## config.mk

```make
export PLATFORM = sky130hd
export DESIGN_NAME = mp_adder
export DESIGN_NICKNAME = d
export VERILOG_FILES = /design/src/rtl/mp_adder_pkg.sv /design/src/rtl/mp_adder_limb.sv /design/src/rtl/mp_adder.sv
export SDC_FILE = /design/constraint.sdc
export NUM_CORES = 1
export LEC_CHECK = 0
export ABC_AREA = 0
export ABC_CLOCK_PERIOD_IN_PS = 3600
export CAP_MARGIN = 0
export CORE_ASPECT_RATIO = 0.9
export CORE_MARGIN = 2
export CORE_UTILIZATION = 48
export CTS_CLUSTER_SIZE = 40
export DETAILED_ROUTE_END_ITERATION = 7
export GPL_ROUTABILITY_DRIVEN = 0
export PLACE_DENSITY_LB_ADDON = 0.08
export SYNTH_ARGS = -nofsm -noshare
export SYNTH_HDL_FRONTEND = slang
export SYNTH_SLANG_ARGS = --single-unit
```

## constraint.sdc

```tcl
create_clock -name clk -period 3.6 [get_ports clk]
set_clock_uncertainty 0.15 [all_clocks]
set_input_delay 0.72 -clock clk [delete_from_list [all_inputs] [get_ports clk]]
set_output_delay 0.72 -clock clk [all_outputs]
set_load 0.01 [all_outputs]
```

## src/rtl/mp_adder_pkg.sv

```systemverilog
// Shared types and helpers for the multi-precision limb-serial adder.
package mp_adder_pkg;

    typedef enum logic [1:0] {
        IDLE  = 2'd0,
        RUN   = 2'd1,
        DRAIN = 2'd2
    } state_t;

    // Limb counter width; never narrower than one bit.
    function automatic int unsigned cnt_w(input int unsigned limbs);
        return (limbs > 1) ? $clog2(limbs) : 1;
    endfunction

endpackage

```

## src/rtl/mp_adder_limb.sv

```systemverilog
// One limb of the ripple chain: {co, s} = a + b + ci, unsigned.
module mp_adder_limb #(
    parameter int unsigned WIDTH = 8
) (
    input  logic [WIDTH-1:0] a,
    input  logic [WIDTH-1:0] b,
    input  logic             ci,
    output logic [WIDTH-1:0] s,
    output logic             co
);

    assign {co, s} = (WIDTH+1)'(a) + (WIDTH+1)'(b) + (WIDTH+1)'(ci);

endmodule

```

## src/rtl/mp_adder.sv

```systemverilog
// Limb-serial multi-precision adder, LS limb first, with carry chained across limbs.
// Optional subtract mode (A + ~B + 1) enabled by defining MP_ADDER_SUB_EN.
module mp_adder
    import mp_adder_pkg::*;
#(
    parameter int unsigned WIDTH = 8,
    parameter int unsigned LIMBS = 4
) (
    input  logic             clk,
    input  logic             rst_n,
    input  logic             start,
    input  logic             cin,
`ifdef MP_ADDER_SUB_EN
    input  logic             sub,
`endif
    input  logic             in_valid,
    output logic             in_ready,
    input  logic [WIDTH-1:0] in_a,
    input  logic [WIDTH-1:0] in_b,
    output logic             out_valid,
    input  logic             out_ready,
    output logic [WIDTH-1:0] out_sum,
    output logic             out_last,
    output logic             cout,
    output logic             zero,
    output logic             busy
);

    localparam int unsigned    CW       = cnt_w(LIMBS);
    localparam logic [CW-1:0]  LAST_IDX = CW'(LIMBS - 1);

    state_t            state_q, state_d;
    logic              carry_q, carry_d;
    logic [CW-1:0]     cnt_q, cnt_d;
    logic              zacc_q, zacc_d;
    logic              out_valid_q, out_valid_d;
    logic [WIDTH-1:0]  out_sum_q, out_sum_d;
    logic              out_last_q, out_last_d;
    logic              cout_q, cout_d;
    logic              zero_q, zero_d;

    logic              xfer_c;
    logic              last_xfer_c;
    logic              start_carry_c;
    logic [WIDTH-1:0]  b_eff_c;
    logic [WIDTH-1:0]  limb_s_c;
    logic              limb_co_c;

`ifdef MP_ADDER_SUB_EN
    logic              sub_q, sub_d;
    assign b_eff_c       = sub_q ? ~in_b : in_b;
    assign start_carry_c = sub ? 1'b1 : cin;
`else
    assign b_eff_c       = in_b;
    assign start_carry_c = cin;
`endif

    assign in_ready    = (state_q == RUN) && (!out_valid_q || out_ready);
    assign xfer_c      = in_valid && in_ready;
    assign last_xfer_c = xfer_c && (cnt_q == LAST_IDX);

    assign out_valid = out_valid_q;
    assign out_sum   = out_sum_q;
    assign out_last  = out_last_q;
    assign cout      = cout_q;
    assign zero      = zero_q;
    assign busy      = (state_q != IDLE);

    mp_adder_limb #(.WIDTH(WIDTH)) u_limb (
        .a  (in_a),
        .b  (b_eff_c),
        .ci (carry_q),
        .s  (limb_s_c),
        .co (limb_co_c)
    );

    // State register
    always_ff @(posedge clk or negedge rst_n) begin
        if (!rst_n) state_q <= IDLE;
        else        state_q <= state_d;
    end

    // Next-state logic
    always_comb begin
        state_d = state_q;
        unique case (state_q)
            IDLE:    if (start)                    state_d = RUN;
            RUN:     if (last_xfer_c)              state_d = DRAIN;
            DRAIN:   if (out_valid_q && out_ready) state_d = IDLE;
            default:                               state_d = IDLE;
        endcase
    end

    // Datapath next values: operation setup, limb transfer, result hand-off
    always_comb begin
        carry_d     = carry_q;
        cnt_d       = cnt_q;
        zacc_d      = zacc_q;
        out_valid_d = out_valid_q;
        out_sum_d   = out_sum_q;
        out_last_d  = out_last_q;
        cout_d      = cout_q;
        zero_d      = zero_q;
`ifdef MP_ADDER_SUB_EN
        sub_d       = sub_q;
`endif
        if ((state_q == IDLE) && start) begin
            carry_d = start_carry_c;
            cnt_d   = '0;
            zacc_d  = 1'b1;
`ifdef MP_ADDER_SUB_EN
            sub_d   = sub;
`endif
        end
        if (xfer_c) begin
            carry_d     = limb_co_c;
            cnt_d       = last_xfer_c ? cnt_q : cnt_q + CW'(1);
            zacc_d      = zacc_q && (limb_s_c == '0);
            out_valid_d = 1'b1;
            out_sum_d   = limb_s_c;
            out_last_d  = last_xfer_c;
            cout_d      = limb_co_c;
            zero_d      = zacc_q && (limb_s_c == '0);
        end else if (out_ready) begin
            out_valid_d = 1'b0;
        end
    end

    always_ff @(posedge clk or negedge rst_n) begin
        if (!rst_n) begin
            carry_q     <= 1'b0;
            cnt_q       <= '0;
            zacc_q      <= 1'b0;
            out_valid_q <= 1'b0;
            out_sum_q   <= '0;
            out_last_q  <= 1'b0;
            cout_q      <= 1'b0;
            zero_q      <= 1'b0;
        end else begin
            carry_q     <= carry_d;
            cnt_q       <= cnt_d;
            zacc_q      <= zacc_d;
            out_valid_q <= out_valid_d;
            out_sum_q   <= out_sum_d;
            out_last_q  <= out_last_d;
            cout_q      <= cout_d;
            zero_q      <= zero_d;
        end
    end

`ifdef MP_ADDER_SUB_EN
    always_ff @(posedge clk or negedge rst_n) begin
        if (!rst_n) sub_q <= 1'b0;
        else        sub_q <= sub_d;
    end
`endif

endmodule

```

==> results of run 1 <==
[area by class of cell]
class                   count  area, sq um
clock buffers               4         36.3
fillers                   181          664
inverters                   2         7.51
multi-input cells          93          619
flip-flops and latches     18          450
well taps                  27         33.8
repair buffers             35          350
[where the power goes]
| group | internal [mW] | leakage (nW) | switching (mW) |
|---|---|---|---|
| Combinational | 0.259 | 0.400 | 0.221 |
| Clock | 0.0617 | 0.0210 | 0.0632 |
| Sequential | 0.293 | 0.220 | 0.0557 |
[worst max-delay path, cell delays in order]
cell and delay, ps:
clkdlybuf4s50_1 430, fa_1 480, fa_1 420, a211oi_1 400
o21ai_0 170, o211ai_1 140, nand4_1 180, o31ai_2 210
[synthesized netlist by cell type, types with 2 or more instances]
master,n,area [sq um]
a211oi_1,2,15.0
a21oi_1,3,15.0
buf_2,2,10.0
dfrtp_1,18,450
fa_1,2,40.0
ha_1,8,100
inv_1,2,7.51
mux2_2,2,22.5
nand2_1,21,78.8
nand2b_1,2,12.5
nor2_1,13,48.8
nor3_1,2,10.0
nor4_1,2,12.5
o211ai_1,2,15.0
o21ai_0,10,50.1
o21ai_1,3,15.0
xnor2_1,4,35.0
[sequential cells by signal, indices dropped and copies added (netlist names)]
name	count
carry_q	1
zero	1
zacc_q	1
out_sum	8
cout	1
state_q	2
out_valid	1
cnt_q	2
out_last	1
[routing by layer]
metal,global-route usage,vias to the layer above,part of all wire
li1,-,487,-
met1,0.281,473,0.45
met2,0.331,37,0.48
met3,0.0460,7,0.054
met4,0.0750,0,0.018
met5,0,-,0
[stage by stage]
step	utilization	worst slack [ps]	power, mW
6_report	0.693	516	0.953
5_1_grt	0.693	374	1.03
4_1_cts	0.693	514	0.959
3_5_place_dp	0.676	207	0.833
3_3_place_gp	0.676	327	0.821
2_1_floorplan	-	894	0.608
[worst max-delay path by stage]
stage / from / end / slack, ps / cells after the start
finish: in_a[0] / zero / 520 / 8
global route: in_a[0] / zero / 370 / 8
CTS: in_a[0] / zero / 510 / 8
detailed placement: in_a[0] / zero / 210 / 8
global placement: in_a[0] / zero / 330 / 8
floorplan: in_a[0] / zero / 890 / 7
[cells by family (layout without fill, tap and decap cells)]
logic type | after synthesis | count (layout) | synth area share
DFF | 18 | 18 | 0.414
and+or+nand+nor | 50 | 50 | 0.223
AOI/OAI and AO/OA | 26 | 26 | 0.155
muxes | 3 | 3 | 0.0299
xor gates and xnor gates | 4 | 4 | 0.0322
buffers and inverters | 4 | 41 | 0.0161
adders and majority gates | 10 | 10 | 0.129
==> impl_results.md, run 1 <==
* Post-layout minimum cycle time at 3080 ps
* Hold Path Stages at 2
* Inserted Diodes at 0
* Most frequent cells in the layout: clkdlybuf4s50_1, nand2_1, dfrtp_1, nor2_1, o21ai_0
* Resized cells post-CTS at 0
* Largest net degree at the start of global routing at 19
* R2R cell count at 7
* Initial antenna violation count at 0
* CP Class: primary input to flop
* Area of the die at 0.00266 sq mm
* Final hold violations at 0
* Dpl hpwl at 1980 microns
* Iter 0 DRT Violations at 37
* Placed cell area at 0.00146 sq mm
* Post-route cell area at 0.00150 sq mm
* Gr ovfl total at 0
* FF+latch count, synth at 18
* Seq/Total Area, Yosys at 0.414
* Total GRT Usage at 0.211
* Worst reg2reg path startpoint: carry_q
* Synth Flop Type: dfrtp_1
* Worst Setup Start Kind: primary input
* Port Buf Inserts at 35
* Avg Vias per Cell at 5.61
* Clk buf depth at 2
* Root buffer cell: clkbuf_4
* Pins Over Slew Limit at 0
* Max frequency at 324 MHz
* Worst Hold End: out_last
* Final setup TNS at 0 ps
* WP data arrival at 3140 ps
* Mean Syn Cell Area at 9.45 sq um
* Max-Cap Viols at 0
* Slew margin rel. at 0.463
* First-pass GRT wire length at 4080 microns
* Netlist cell types at 34
* Min-delay src: out_last
* Layout cells sized above 1 at 0.0658
* Post-Place Cells at 175
* # Post-CTS Setup Buffers at 0
* Worst-margin pin slew at 803 ps
* Clock slew at reported path FFs at 90 ps
* Count of standard-cell rows at 16
* Number of CTS-inserted buffers at 3
* Final critical-path share of the clock period at 0.857
* Pwr dens at 636 mW/mm^2
* DIE WIDTH at 54.2 microns
* RR Endpoint: zero
* Mapped Cells at 115
* Number of flops mapped to enable cells by yosys at 0
* Nets at 185
* Via count at 1,004
* H-tree Lvls at 1
* Outcome: finished, final reports clean
* Worst hold slack at 331 ps
* Die Y at 49.2 microns
* FFs w/ async S/R, synth at 1.00
* Final setup viols at 0
* DRT Pass-1 Iters at 4
* DR WL/cell at 13.5 microns
* Worst endpoint required time at 3660 ps
* Post-Syn Nets at 147
* Peak supply drop at 0.411 mV
* Antenna Nets Post-Route at 0
* RSZ-0062 raised after global routing: false
* Post-Layout Cell Count at 179
* Core Region at 0.00216 sq mm
* Setup slack, reg-to-reg at 1000 ps
* Initial Utilization at 0.503
* Synthesis Warnings at 0
* Total routed wirelength at 2420 microns
* Post-Syn Area at 0.00109 sq mm
* I/O pins at 36
* Hold_buf cts at 0
* Sink Count at 18
* LEAKAGE at 0.641 nW
* Crit path max fanout at 3
* Commonest non-fill, non-tap cell in the layout: clkdlybuf4s50_1
* CTS tree: built
* Area growth syn-to-layout at 37.7%
* Clk_lat worst skew at 300 ps
* Vias in the first global route at 949
* Worst setup EP type: flop
* DR DRC count at 0
* Hold crit path type: flop to flop
Note: power is estimated with default switching activity, not from simulation.
==> run 2: changes to the inputs <==
--- a/config.mk
+++ b/config.mk
@@ -5,12 +5,12 @@
 export SDC_FILE = /design/constraint.sdc
 export NUM_CORES = 1
 export LEC_CHECK = 0
-export ABC_AREA = 0
+export ABC_AREA = 1
 export ABC_CLOCK_PERIOD_IN_PS = 3600
 export CAP_MARGIN = 0
 export CORE_ASPECT_RATIO = 0.9
 export CORE_MARGIN = 2
-export CORE_UTILIZATION = 48
+export CORE_UTILIZATION = 49
 export CTS_CLUSTER_SIZE = 40
 export DETAILED_ROUTE_END_ITERATION = 7
 export GPL_ROUTABILITY_DRIVEN = 0
@@ -18,3 +18,4 @@
 export SYNTH_ARGS = -nofsm -noshare
 export SYNTH_HDL_FRONTEND = slang
 export SYNTH_SLANG_ARGS = --single-unit
+export TNS_END_PERCENT = 10
==> run 2 against run 1 <==
  * Via count up 6.5%
  * Critical endpoint is now in_ready
  * First-iteration DRC count down 65%
  * Synthesized area up 7.2%
  * Maximum frequency up 3.8%
  * Global-route usage down 0.46 points
  * Power down 0.20%
  * Synthesized cell count up 33%
  * Clock-buffer cell count down 1
  * Routed wire length up 1.3%
  * Largest cell class unchanged
  * Highest routed layer unchanged
  * Combinational power up 5.6%
  * Die area up 4.7%
  * Cell area up 3.9%
==> impl_results.md, run 2 <==
* Outcome: finished, final reports clean
* Inserted Diodes at 0 (unchanged)
* Peak supply drop at 0.559 mV (+36%)
* Initial antenna violation count at 0 (unchanged)
* Initial Utilization at 0.525 (+0.0219)
* Final setup TNS at 0 ps (unchanged)
* Antenna Nets Post-Route at 0 (unchanged)
* Seq/Total Area, Yosys at 0.386 (-0.0280)
* Synth Flop Type: dfrtp_1
* H-tree Lvls at 1 (unchanged)
* Worst Setup Start Kind: primary input
* Top-area cell type share of the netlist area at 0.386 (-0.0280)
* FF+latch count, synth at 18 (unchanged)
* Area growth syn-to-layout at 33.5%
* Multi-input logic area at 632 sq um (+2.0%)
* Post-Syn Area at 0.00117 sq mm (+7.2%)
* CTS tree: built
* Max-Cap Viols at 0 (unchanged)
* Port Buf Inserts at 35 (unchanged)
* DP Worst Slack at 575 ps (+368 ps)
* Clk_lat worst skew at 290 ps (about the same)
* DIE WIDTH at 55.4 microns (+2.3%)
* Cell Int Power at 0.582 mW (-5.0%)
* Root buffer cell: clkbuf_4
* DR DRC count at 0 (unchanged)
* Fillers at 193 (+6.6%)
* Setup slack after layout at 629 ps (+113 ps)
* Via count at 1,069 (+6.5%)
* Sw Share at 0.388 (+0.0309)
* Worst reg2reg path startpoint: carry_q
* Critical Path Start: out_ready
* Sink Count at 18 (unchanged)
* CP Class: primary input to primary output
* Pins Over Slew Limit at 0 (unchanged)
* Most frequent cells in the layout: nand2_1, clkdlybuf4s50_1, dfrtp_1, inv_1, nand3_1
* Synthesis Warnings at 0 (unchanged)
* Iter 0 DRT Violations at 13 (-65%)
* Area of the die at 0.00279 sq mm (+4.7%)
* DR WL/cell at 11.3 microns (-16%)
* Logic pwr share at 0.533 (+0.030)
* # Post-CTS Setup Buffers at 0 (unchanged)
* Clk buf depth at 2 (unchanged)
* Count of standard-cell rows at 16 (unchanged)
* Hold crit path type: flop to flop
* Resized cells post-CTS at 0 (unchanged)
* Clock slew at reported path FFs at 90 ps (about the same)
* Most common cell in the netlist: nand2_1
* Hold_buf cts at 0 (unchanged)
* WP data arrival at 2100 ps (-1040 ps)
* Gr ovfl total at 0 (unchanged)
* Commonest non-fill, non-tap cell in the layout: nand2_1
* Cell taking the most area after synthesis: dfrtp_1
* Psw at 0.369 mW (+8.4%)
* Total GRT Usage at 0.206 (-0.00456)
* Number of CTS-inserted buffers at 3 (unchanged)
* First-pass GRT wire length at 4570 microns (+12%)
* Largest net degree at the start of global routing at 22 (+3)
* Storage cell area at 450 sq um (unchanged)
* I/O pins at 36 (unchanged)
* Worst-margin pin slew at 789 ps (-14.2 ps)
* Netlist cell types at 21 (-38%)
* FFs w/ async S/R, synth at 1.00 (unchanged)
* Number of flops mapped to enable cells by yosys at 0 (unchanged)
* Crit path max fanout at 2 (-1)
* Post-synth top cells: nand2_1, dfrtp_1, inv_1
* Layout cells sized above 1 at 0.0582 (-0.00759)
* Final setup viols at 0 (unchanged)
* Synth top area cells: dfrtp_1, nand2_1, ha_1, nand3_1, inv_1
* Slew margin rel. at 0.472 (+0.00948)
* Avg Vias per Cell at 4.95 (-12%)
* Core Region at 0.00222 sq mm (+2.8%)
* Placed cell area at 0.00153 sq mm (+5.0%)
* Post-layout minimum cycle time at 2970 ps (-113 ps)
* Vias in the first global route at 1,091 (+15%)
* Worst setup EP type: primary output
* Mean Syn Cell Area at 7.62 sq um (-19%)
* RSZ-0062 raised after global routing: false
* Worst hold slack at 336 ps (+4.44 ps)
* Clock Power Share at 0.102 (-0.029)
* Mapped Cells at 153 (+33%)
* Min-delay src: out_last
* Die Y at 50.3 microns (+2.3%)
* Pwr dens at 611 mW/mm^2 (-4.0%)
* Worst endpoint required time at 2730 ps (-930 ps)
* Dpl hpwl at 1950 microns (-1.6%)
* Total routed wirelength at 2450 microns (+1.3%)
* Max frequency at 337 MHz (+3.8%)
* Max reg flops at 8 (unchanged)
* Final critical-path share of the clock period at 0.825 (-0.0315)
* DRT Pass-1 Iters at 4 (unchanged)
* Nets at 223 (+21%)
* Final hold violations at 0 (unchanged)
* LEAKAGE at 0.801 nW (+25%)
* Post-route cell area at 0.00156 sq mm (+3.9%)
* Post-Syn Nets at 185 (+26%)
* Sequential share of power at 0.365 (about the same)
run 2: changes by cell type after synthesis, moves of 3 or more:
cell,delta
nand3_1,+12
xnor2_1,-4
inv_2,+3
inv_1,+13
a21oi_1,+3
nand2_1,+39
nor2_1,-4
o21ai_0,-8
run 2: worst max-delay path: stages:
cell	delay [ps]
clkdlybuf4s50_1	480
inv_1	40
nand2_1	70
nor3b_4	220
clkdlybuf4s50_1	580
run 2: final cells by class:
cell class,count,area share
Multi-Input combinational cell,115,0.406
Sequential cell,18,0.289
Timing Repair Buffer,35,0.225
Inverter,18,0.0434
Tap cell,27,0.0217
Clock buffer,3,0.0145
run 2: logic make-up (layout without fill, tap and decap cells):
kind of cell,count (synthesis),in the layout,synth area share
AO/OA/AOI/OAI,14,14,0.0762
adder cells (fa/ha/maj),10,10,0.120
AND/OR/NAND/NOR,90,90,0.338
buffers and inverters,20,56,0.0719
XOR/XNOR,1,1,0.00751
flip-flops,18,18,0.386
run 2: worst paths after layout:
| check | endpoint | slack, ps | depth (start not counted) |
|---|---|---|---|
| max | in_ready | 630 | 5 |
| min | out_last | 340 | 2 |
| max reg2reg | zacc_q | 1380 | 11 |
| min reg2reg | out_last | 340 | 2 |
| max in group asynchronous | cnt_q[1] | 2080 | 1 |
| min in group asynchronous | out_sum[3] | 730 | 1 |
run 2: stage by stage:
step / std cells / total power, mW / utilization
after floorplan: 153 / 0.640 / -
after global placement: 213 / 0.844 / 0.690
after detailed placement: 213 / 0.858 / 0.690
after CTS: 216 / 0.960 / 0.700
after global routing: 216 / 1.04 / 0.700
final: 216 / 0.951 / 0.700
run 2: metal layers:
metal	GRT usage	share of wire	up-vias
met5	0	0	-
met4	0.0407	0.0029	0
met3	0.0696	0.063	2
met2	0.355	0.45	30
met1	0.254	0.49	476
li1	-	-	561
run 2: power groups by stage:
stage / registers, mW / logic [mW] / clock network, mW
after global routing: 0.359 / 0.568 / 0.111
after CTS: 0.348 / 0.510 / 0.102
after detailed placement: 0.352 / 0.507 / 0
after global placement: 0.348 / 0.496 / 0
after floorplan: 0.373 / 0.268 / 0
final: 0.347 / 0.507 / 0.0967
